$ cat src/rtl/dac_reg_spi_arbiter_if.sv
// Signal bundle between the DAC/register SPI arbiter, its two requesters and the
// shared spi_master. The slave modport is the arbiter's view.
interface dac_reg_spi_arbiter_if #(
  parameter int DATA_WIDTH = 8
);
  logic                  dac_req;
  logic [DATA_WIDTH-1:0] dac_data;
  logic                  dac_overrun;
  logic [7:0]            dac_drop_cnt;
  logic                  reg_req;
  logic                  reg_ready;
  logic [DATA_WIDTH-1:0] reg_data;
  logic                  reg_done;
  logic                  reg_err;
  logic                  spi_start;
  logic [DATA_WIDTH-1:0] spi_data;
  logic                  spi_new_data;
  logic [1:0]            cs_dac_reg;
  logic                  busy;
  logic                  timeout;

  modport slave (
    input  dac_req, dac_data, reg_req, reg_data, spi_new_data,
    output dac_overrun, dac_drop_cnt, reg_ready, reg_done, reg_err,
           spi_start, spi_data, cs_dac_reg, busy, timeout
  );

  modport master (
    output dac_req, dac_data, reg_req, reg_data, spi_new_data,
    input  dac_overrun, dac_drop_cnt, reg_ready, reg_done, reg_err,
           spi_start, spi_data, cs_dac_reg, busy, timeout
  );
endinterface

$ cat src/rtl/dac_reg_spi_arbiter.sv
// Shares one SPI master between the DAC sample stream and range/key register writes.
// DAC has priority; a defer counter forces a waiting register write through after a bound.
module dac_reg_spi_arbiter #(
  parameter int DATA_WIDTH       = 8,
  parameter int CS_SETUP_CYCLES  = 1,
  parameter int CS_HOLD_CYCLES   = 1,
  parameter int REG_STARVE_LIMIT = 4,
  parameter int TIMEOUT_CYCLES   = 255
) (
  input  logic                        clk,
  input  logic                        rst,
  dac_reg_spi_arbiter_if.slave        bus
);

  typedef enum logic [2:0] {
    IDLE,
    CS_SETUP,
    START,
    WAIT_DONE,
    CS_HOLD
  } state_e;

  localparam logic [1:0] CS_NONE    = 2'b11;
  localparam logic [1:0] CS_DAC     = 2'b01;
  localparam logic [1:0] CS_REG     = 2'b10;
  localparam logic [3:0] SETUP_LAST = 4'(CS_SETUP_CYCLES - 1);
  localparam logic [3:0] HOLD_LAST  = 4'(CS_HOLD_CYCLES - 1);
  localparam logic [3:0] STARVE_LIM = 4'(REG_STARVE_LIMIT);
  localparam logic [7:0] TMO_LAST   = 8'(TIMEOUT_CYCLES - 1);

  state_e                state_q, state_d;
  logic [3:0]            phase_cnt_q, phase_cnt_d;
  logic [7:0]            tmo_cnt_q, tmo_cnt_d;
  logic [3:0]            defer_cnt_q, defer_cnt_d;
  logic                  dac_pend_q, dac_pend_d;
  logic [DATA_WIDTH-1:0] dac_buf_q, dac_buf_d;
  logic                  reg_pend_q, reg_pend_d;
  logic [DATA_WIDTH-1:0] reg_buf_q, reg_buf_d;
  logic                  is_reg_q, is_reg_d;
  logic [1:0]            cs_q, cs_d;
  logic [DATA_WIDTH-1:0] spi_data_q, spi_data_d;
  logic                  dac_overrun_q, dac_overrun_d;
  logic [7:0]            drop_cnt_q, drop_cnt_d;
  logic                  reg_done_q, reg_done_d;
  logic                  reg_err_q, reg_err_d;
  logic                  timeout_q, timeout_d;
  logic                  grant_dac, grant_reg;

  // NOTE: every signal written here gets a default first, so no path can infer a latch.
  always_comb begin
    state_d       = state_q;
    phase_cnt_d   = phase_cnt_q;
    tmo_cnt_d     = tmo_cnt_q;
    defer_cnt_d   = defer_cnt_q;
    dac_pend_d    = dac_pend_q;
    dac_buf_d     = dac_buf_q;
    reg_pend_d    = reg_pend_q;
    reg_buf_d     = reg_buf_q;
    is_reg_d      = is_reg_q;
    cs_d          = cs_q;
    spi_data_d    = spi_data_q;
    drop_cnt_d    = drop_cnt_q;
    dac_overrun_d = 1'b0;
    reg_done_d    = 1'b0;
    reg_err_d     = 1'b0;
    timeout_d     = 1'b0;
    grant_dac     = 1'b0;
    grant_reg     = 1'b0;

    case (state_q)
      IDLE: begin
        if (dac_pend_q || reg_pend_q) begin
          grant_reg   = reg_pend_q && (!dac_pend_q || defer_cnt_q == STARVE_LIM);
          grant_dac   = !grant_reg;
          is_reg_d    = grant_reg;
          spi_data_d  = grant_reg ? reg_buf_q : dac_buf_q;
          cs_d        = grant_reg ? CS_REG : CS_DAC;
          phase_cnt_d = SETUP_LAST;
          state_d     = CS_SETUP;
          if (grant_reg)       defer_cnt_d = 4'd0;
          else if (reg_pend_q) defer_cnt_d = defer_cnt_q + 4'd1;
        end
      end
      CS_SETUP: begin
        if (phase_cnt_q == 4'd0) state_d = START;
        else                     phase_cnt_d = phase_cnt_q - 4'd1;
      end
      START: begin
        tmo_cnt_d = 8'd0;
        state_d   = WAIT_DONE;
      end
      WAIT_DONE: begin
        // Completion in the last allowed cycle still counts as success.
        if (bus.spi_new_data) begin
          reg_done_d  = is_reg_q;
          phase_cnt_d = HOLD_LAST;
          state_d     = CS_HOLD;
        end else if (tmo_cnt_q == TMO_LAST) begin
          timeout_d   = 1'b1;
          reg_done_d  = is_reg_q;
          reg_err_d   = is_reg_q;
          phase_cnt_d = HOLD_LAST;
          state_d     = CS_HOLD;
        end else begin
          tmo_cnt_d = tmo_cnt_q + 8'd1;
        end
      end
      CS_HOLD: begin
        if (phase_cnt_q == 4'd0) begin
          cs_d    = CS_NONE;
          state_d = IDLE;
        end else begin
          phase_cnt_d = phase_cnt_q - 4'd1;
        end
      end
      default: state_d = IDLE;
    endcase

    // A sample arriving on the edge its predecessor is granted simply refills the buffer.
    if (bus.dac_req) begin
      dac_buf_d  = bus.dac_data;
      dac_pend_d = 1'b1;
      if (dac_pend_q && !grant_dac) begin
        dac_overrun_d = 1'b1;
        if (drop_cnt_q != 8'hFF) drop_cnt_d = drop_cnt_q + 8'd1;
      end
    end else if (grant_dac) begin
      dac_pend_d = 1'b0;
    end

    if (bus.reg_req && !reg_pend_q) begin
      reg_buf_d  = bus.reg_data;
      reg_pend_d = 1'b1;
    end else if (grant_reg) begin
      reg_pend_d = 1'b0;
    end
  end

  // NOTE: sequential state uses non-blocking assignments only, so every flop samples pre-edge values.
  always_ff @(posedge clk) begin
    if (rst) begin
      state_q       <= IDLE;
      phase_cnt_q   <= 4'd0;
      tmo_cnt_q     <= 8'd0;
      defer_cnt_q   <= 4'd0;
      dac_pend_q    <= 1'b0;
      dac_buf_q     <= '0;
      reg_pend_q    <= 1'b0;
      reg_buf_q     <= '0;
      is_reg_q      <= 1'b0;
      cs_q          <= CS_NONE;
      spi_data_q    <= '0;
      dac_overrun_q <= 1'b0;
      drop_cnt_q    <= 8'd0;
      reg_done_q    <= 1'b0;
      reg_err_q     <= 1'b0;
      timeout_q     <= 1'b0;
    end else begin
      state_q       <= state_d;
      phase_cnt_q   <= phase_cnt_d;
      tmo_cnt_q     <= tmo_cnt_d;
      defer_cnt_q   <= defer_cnt_d;
      dac_pend_q    <= dac_pend_d;
      dac_buf_q     <= dac_buf_d;
      reg_pend_q    <= reg_pend_d;
      reg_buf_q     <= reg_buf_d;
      is_reg_q      <= is_reg_d;
      cs_q          <= cs_d;
      spi_data_q    <= spi_data_d;
      dac_overrun_q <= dac_overrun_d;
      drop_cnt_q    <= drop_cnt_d;
      reg_done_q    <= reg_done_d;
      reg_err_q     <= reg_err_d;
      timeout_q     <= timeout_d;
    end
  end

  assign bus.spi_start    = (state_q == START);
  assign bus.busy         = (state_q != IDLE);
  assign bus.reg_ready    = !reg_pend_q;
  assign bus.spi_data     = spi_data_q;
  assign bus.cs_dac_reg   = cs_q;
  assign bus.dac_overrun  = dac_overrun_q;
  assign bus.dac_drop_cnt = drop_cnt_q;
  assign bus.reg_done     = reg_done_q;
  assign bus.reg_err      = reg_err_q;
  assign bus.timeout      = timeout_q;

endmodule

$ cat src/flat_wrapper.sv
// flat-port wrapper written by rule: the top's interface ports become plain ports
module dac_reg_spi_arbiter_flat 
#(
  parameter int DATA_WIDTH       = 8,
  parameter int CS_SETUP_CYCLES  = 1,
  parameter int CS_HOLD_CYCLES   = 1,
  parameter int REG_STARVE_LIMIT = 4,
  parameter int TIMEOUT_CYCLES   = 255
)
  (clk, rst, bus_dac_req, bus_dac_data, bus_reg_req, bus_reg_data, bus_spi_new_data, bus_dac_overrun, bus_dac_drop_cnt, bus_reg_ready, bus_reg_done, bus_reg_err, bus_spi_start, bus_spi_data, bus_cs_dac_reg, bus_busy, bus_timeout);
  dac_reg_spi_arbiter_if #(.DATA_WIDTH(DATA_WIDTH)) bus_i ();
  input  logic clk;
  input  logic rst;
  input wire logic [$bits(bus_i.dac_req)-1:0] bus_dac_req;
  input wire logic [$bits(bus_i.dac_data)-1:0] bus_dac_data;
  input wire logic [$bits(bus_i.reg_req)-1:0] bus_reg_req;
  input wire logic [$bits(bus_i.reg_data)-1:0] bus_reg_data;
  input wire logic [$bits(bus_i.spi_new_data)-1:0] bus_spi_new_data;
  output wire logic [$bits(bus_i.dac_overrun)-1:0] bus_dac_overrun;
  output wire logic [$bits(bus_i.dac_drop_cnt)-1:0] bus_dac_drop_cnt;
  output wire logic [$bits(bus_i.reg_ready)-1:0] bus_reg_ready;
  output wire logic [$bits(bus_i.reg_done)-1:0] bus_reg_done;
  output wire logic [$bits(bus_i.reg_err)-1:0] bus_reg_err;
  output wire logic [$bits(bus_i.spi_start)-1:0] bus_spi_start;
  output wire logic [$bits(bus_i.spi_data)-1:0] bus_spi_data;
  output wire logic [$bits(bus_i.cs_dac_reg)-1:0] bus_cs_dac_reg;
  output wire logic [$bits(bus_i.busy)-1:0] bus_busy;
  output wire logic [$bits(bus_i.timeout)-1:0] bus_timeout;
  assign bus_i.dac_req = bus_dac_req;
  assign bus_i.dac_data = bus_dac_data;
  assign bus_i.reg_req = bus_reg_req;
  assign bus_i.reg_data = bus_reg_data;
  assign bus_i.spi_new_data = bus_spi_new_data;
  assign bus_dac_overrun = bus_i.dac_overrun;
  assign bus_dac_drop_cnt = bus_i.dac_drop_cnt;
  assign bus_reg_ready = bus_i.reg_ready;
  assign bus_reg_done = bus_i.reg_done;
  assign bus_reg_err = bus_i.reg_err;
  assign bus_spi_start = bus_i.spi_start;
  assign bus_spi_data = bus_i.spi_data;
  assign bus_cs_dac_reg = bus_i.cs_dac_reg;
  assign bus_busy = bus_i.busy;
  assign bus_timeout = bus_i.timeout;
  dac_reg_spi_arbiter #(.DATA_WIDTH(DATA_WIDTH), .CS_SETUP_CYCLES(CS_SETUP_CYCLES), .CS_HOLD_CYCLES(CS_HOLD_CYCLES), .REG_STARVE_LIMIT(REG_STARVE_LIMIT), .TIMEOUT_CYCLES(TIMEOUT_CYCLES)) u_core (.clk(clk), .rst(rst), .bus(bus_i));
endmodule
$ cat config.mk
export PLATFORM = sky130hd
export DESIGN_NAME = dac_reg_spi_arbiter_flat
export DESIGN_NICKNAME = d
export VERILOG_FILES = /design/src/rtl/dac_reg_spi_arbiter_if.sv /design/src/rtl/dac_reg_spi_arbiter.sv /design/src/flat_wrapper.sv
export SDC_FILE = /design/constraint.sdc
export NUM_CORES = 1
export LEC_CHECK = 0
export ABC_AREA = 0
export CAP_MARGIN = 20
export CELL_PAD_IN_SITES_DETAIL_PLACEMENT = 1
export CELL_PAD_IN_SITES_GLOBAL_PLACEMENT = 1
export CORE_MARGIN = 1
export CORE_UTILIZATION = 37
export CTS_CLUSTER_SIZE = 12
export DETAILED_ROUTE_END_ITERATION = 10
export PLACE_DENSITY = 0.72
export SLEW_MARGIN = 10
export SYNTH_ARGS = -nofsm -noshare
export SYNTH_HDL_FRONTEND = slang
export SYNTH_SLANG_ARGS = --single-unit
export TNS_END_PERCENT = 100
$ cat constraint.sdc
create_clock -name clk -period 1.95 [get_ports clk]
set_input_delay 0.2925 -clock clk [delete_from_list [all_inputs] [get_ports clk]]
set_output_delay 0.2925 -clock clk [all_outputs]
set_load 0.05 [all_outputs]
==> out/results.tsv <==
metric	value	unit
largest net degree at the start of global routing	30	
Post-synth EDFFs	0	
Syn Nets	324	
post-synthesis mux area share	0.0806	
period utilization	0.967	
H-tree depth	3	
Reg clk slew, reported paths	0.07	ns
logic gate share of total power	0.322	
Root Driver	clkbuf_8	
Net Sw Frac	0.354	
Site Rows	30	
R2R depth	6	
library cells used by synthesis	50	
Synth Flop Type	dfxtp_1	
setup TNS	0	ns
core box area	6980	um^2
largest family of logic cells by synthesized area	simple AND/OR/NAND/NOR gates	
slew at the pin with the worst max-slew slack	0.680	ns
Cell Pwr Density	1040	nW/um^2
r2r endpoint	u_core.bus.dac_drop_cnt[7]$_SDFFE_PP0P_	
slowest CP cell	clkdlybuf4s50_1	
kind of end point of the critical path	primary output	
Post-Synth Simple-Gate Area	0.212	
Post-Synth Adder-Cell Area	0.0275	
Placed Area	3340	um^2
leading cell type in the layout, fill and taps excluded	dfxtp_1	
RSZ-0062 raised after global routing	no	
most frequent cells in the layout	60 x dfxtp_1, 40 x nor2_1, 39 x clkdlybuf4s50_1, 22 x mux2i_1, 21 x a21oi_1	
GP Congestion	0.723	
Setup Viol. Count Final	0	
hold slack	0.425	ns
WHS Endpoint	u_core.bus.timeout$_SDFF_PP0_	
Layout Nets	378	
Largest delay share family, worst path	buffers and inverters	
initial antenna violation count	0	
xor and xnor fraction of the mapped netlist area	0.00321	
synthesis-to-finish area growth	30.6	%
min-delay src	rst	
DIE WIDTH	87.9	um
DIE AREA	7730	um^2
buffer and inverter count on the worst path	1	
crit path max fanout	7	
Syn. warnings	0	
Avg Inst Size Synth	9.20	um^2
post-route cell area	3570	um^2
non-filler instance count after layout	452	
P_sw	1.32	mW
postcts setup bufs	0	
max cap viols	0	
Vias	2428	
antenna cells	0	
Clock Path Buffers	2	
DRC	0	
I/O pins	46	
first-pass iteration count of the detailed router	5	
Reg2Reg Setup Slack	0.11	ns
fin. max-slew vios	0	
drt total wl	6840	um
FFs w/ async S/R, synth	0	
Flop pwr share	0.371	
vias in the first global route	2474	
GRT Residual Overflow	0	
leakage power figure	1.37	nW
Slew HR	0.542	
Starting DRT DRC Count	80	
Post-Syn Area	2730	um^2
Worst Path Class, Setup	reg -> out	
flip-flop and latch count after synthesis	60	
post-route ant nets	0	
first-pass GRT wire length	11800	um
Final Critical Period	1.89	ns
Initial Util	0.391	
crit path DAT	1.59	ns
Fin. Hold Viols	0	
Total Routing Usage GR	0.196	
CP required	1.66	ns
worst hold path type	in -> reg	
DP Cell Count	436	
outcome	complete, no violations	
Clock Latency Late Sink	0.33	ns
Seq/Total Area, Yosys	0.440	
Mapped Cells	297	
internal power	2.41	mW
clock buffers created by TritonCTS	9	
Max Clk Rate	530	MHz
Pwr Total	3.72	mW
share of cells above drive strength 1	0.124	
post-synthesis compound-gate area fraction	0.185	
clk sinks	60	
CTS tree	yes	
crit-path cells	clkdlybuf4s50_1	
drt wl/cell	15.1	um
Via-to-Cell Ratio	5.37	
Clock Skew	0.00762	ns
Clock Power Share	0.307	
Setup crit start kind	register	
WHS Path Cells	2	
Post-DP HPWL	4890	um
peak supply drop	489	uV
Die Span Y	87.9	um
CP max stage delay	0.84	ns
buffers added on ports	45	
worst r2r src	u_core.defer_cnt_q[0]$_SDFFE_PP0P_	
worst max-delay path by stage:
| stage | slack [ns] | start | end | depth (start not counted) |
|---|---|---|---|---|
| finish | 0.06 | u_core.bus.dac_drop_cnt[3]$_SDFFE_PP0P_ | bus_dac_drop_cnt[3] | 1 |
| global route | 0.01 | u_core.tmo_cnt_q[0]$_SDFFE_PP0P_ | u_core.phase_cnt_q[1]$_SDFFE_PP0P_ | 6 |
| floorplan | 0.26 | u_core.state_q[2]$_SDFFE_PP0P_ | u_core.bus.spi_data[0]$_SDFFE_PP0P_ | 7 |
| global placement | 0.09 | bus_spi_new_data | u_core.phase_cnt_q[2]$_SDFFE_PP0P_ | 5 |
| detailed placement | 0.07 | u_core.phase_cnt_q[0]$_SDFFE_PP0P_ | u_core.bus.cs_dac_reg[0]$_SDFFE_PP1P_ | 6 |
| CTS | 0.001 | u_core.bus.dac_drop_cnt[2]$_SDFFE_PP0P_ | bus_dac_drop_cnt[2] | 1 |
kinds of logic after synthesis:
| kind of cell | after synthesis |
|---|---|
| simple gates | 110 |
| compound gates | 70 |
| xor+xnor | 1 |
| flops | 60 |
| buf+inv | 28 |
| mux | 22 |
| fa+ha+maj | 6 |
cell type report:
type	instances	area, um^2
Inverter	11	41.3
Multi-Input combinational cell	209	1410
Tap cell	96	120
Timing Repair Buffer	60	598
Clock buffer	9	124
Sequential cell	60	1200
Fill cell	826	3410
Clock inverter	7	77.6
synth_stat cells (4+ instances only):
master	n	area, um^2
dfxtp_1	60	1200
nor2_1	40	150
mux2i_1	22	220
a21oi_1	21	105
nand2_1	11	41.3
nand3_1	11	55.1
o21ai_0	11	55.1
or3_1	11	68.8
inv_1	10	37.5
clkbuf_1	9	33.8
a222oi_1	8	80.1
nor3_1	7	35.0
o31ai_1	7	52.6
ha_1	6	75.1
nand4_1	5	31.3
buf_6	4	45.0
per-stage QoR:
stage          utilization  worst slack (ns)
2_1_floorplan            -             0.263
3_3_place_gp         0.479            0.0898
3_5_place_dp         0.479            0.0731
4_1_cts              0.508           0.00105
5_1_grt              0.511            0.0139
6_report             0.511            0.0647
layer usage:
layer | vias to the layer above | routed length (um) | GRT usage
li1 | 1198 | - | -
met1 | 1179 | 3220 | 0.256
met2 | 44 | 3240 | 0.316
met3 | 7 | 316 | 0.0537
met4 | 0 | 57 | 0.0581
met5 | - | 0 | 0
what timing repair did:
action | 4_1_cts | 5_1_grt
hold buffers | 0 | 0
hold endpoints to repair | 0 | 0
gates resized for setup | 0 | 7
endpoints found under the setup margin | 0 | 9
power by group through the flow:
stage | clock (mW) | combinational, mW | sequential [mW]
5_1_grt | 1.24 | 1.30 | 1.39
3_5_place_dp | 0 | 1.17 | 1.41
3_3_place_gp | 0 | 1.15 | 1.41
2_1_floorplan | 0 | 0.699 | 1.48
6_report | 1.14 | 1.20 | 1.38
4_1_cts | 1.17 | 1.18 | 1.38
Note: power is estimated with default switching activity, not from simulation.
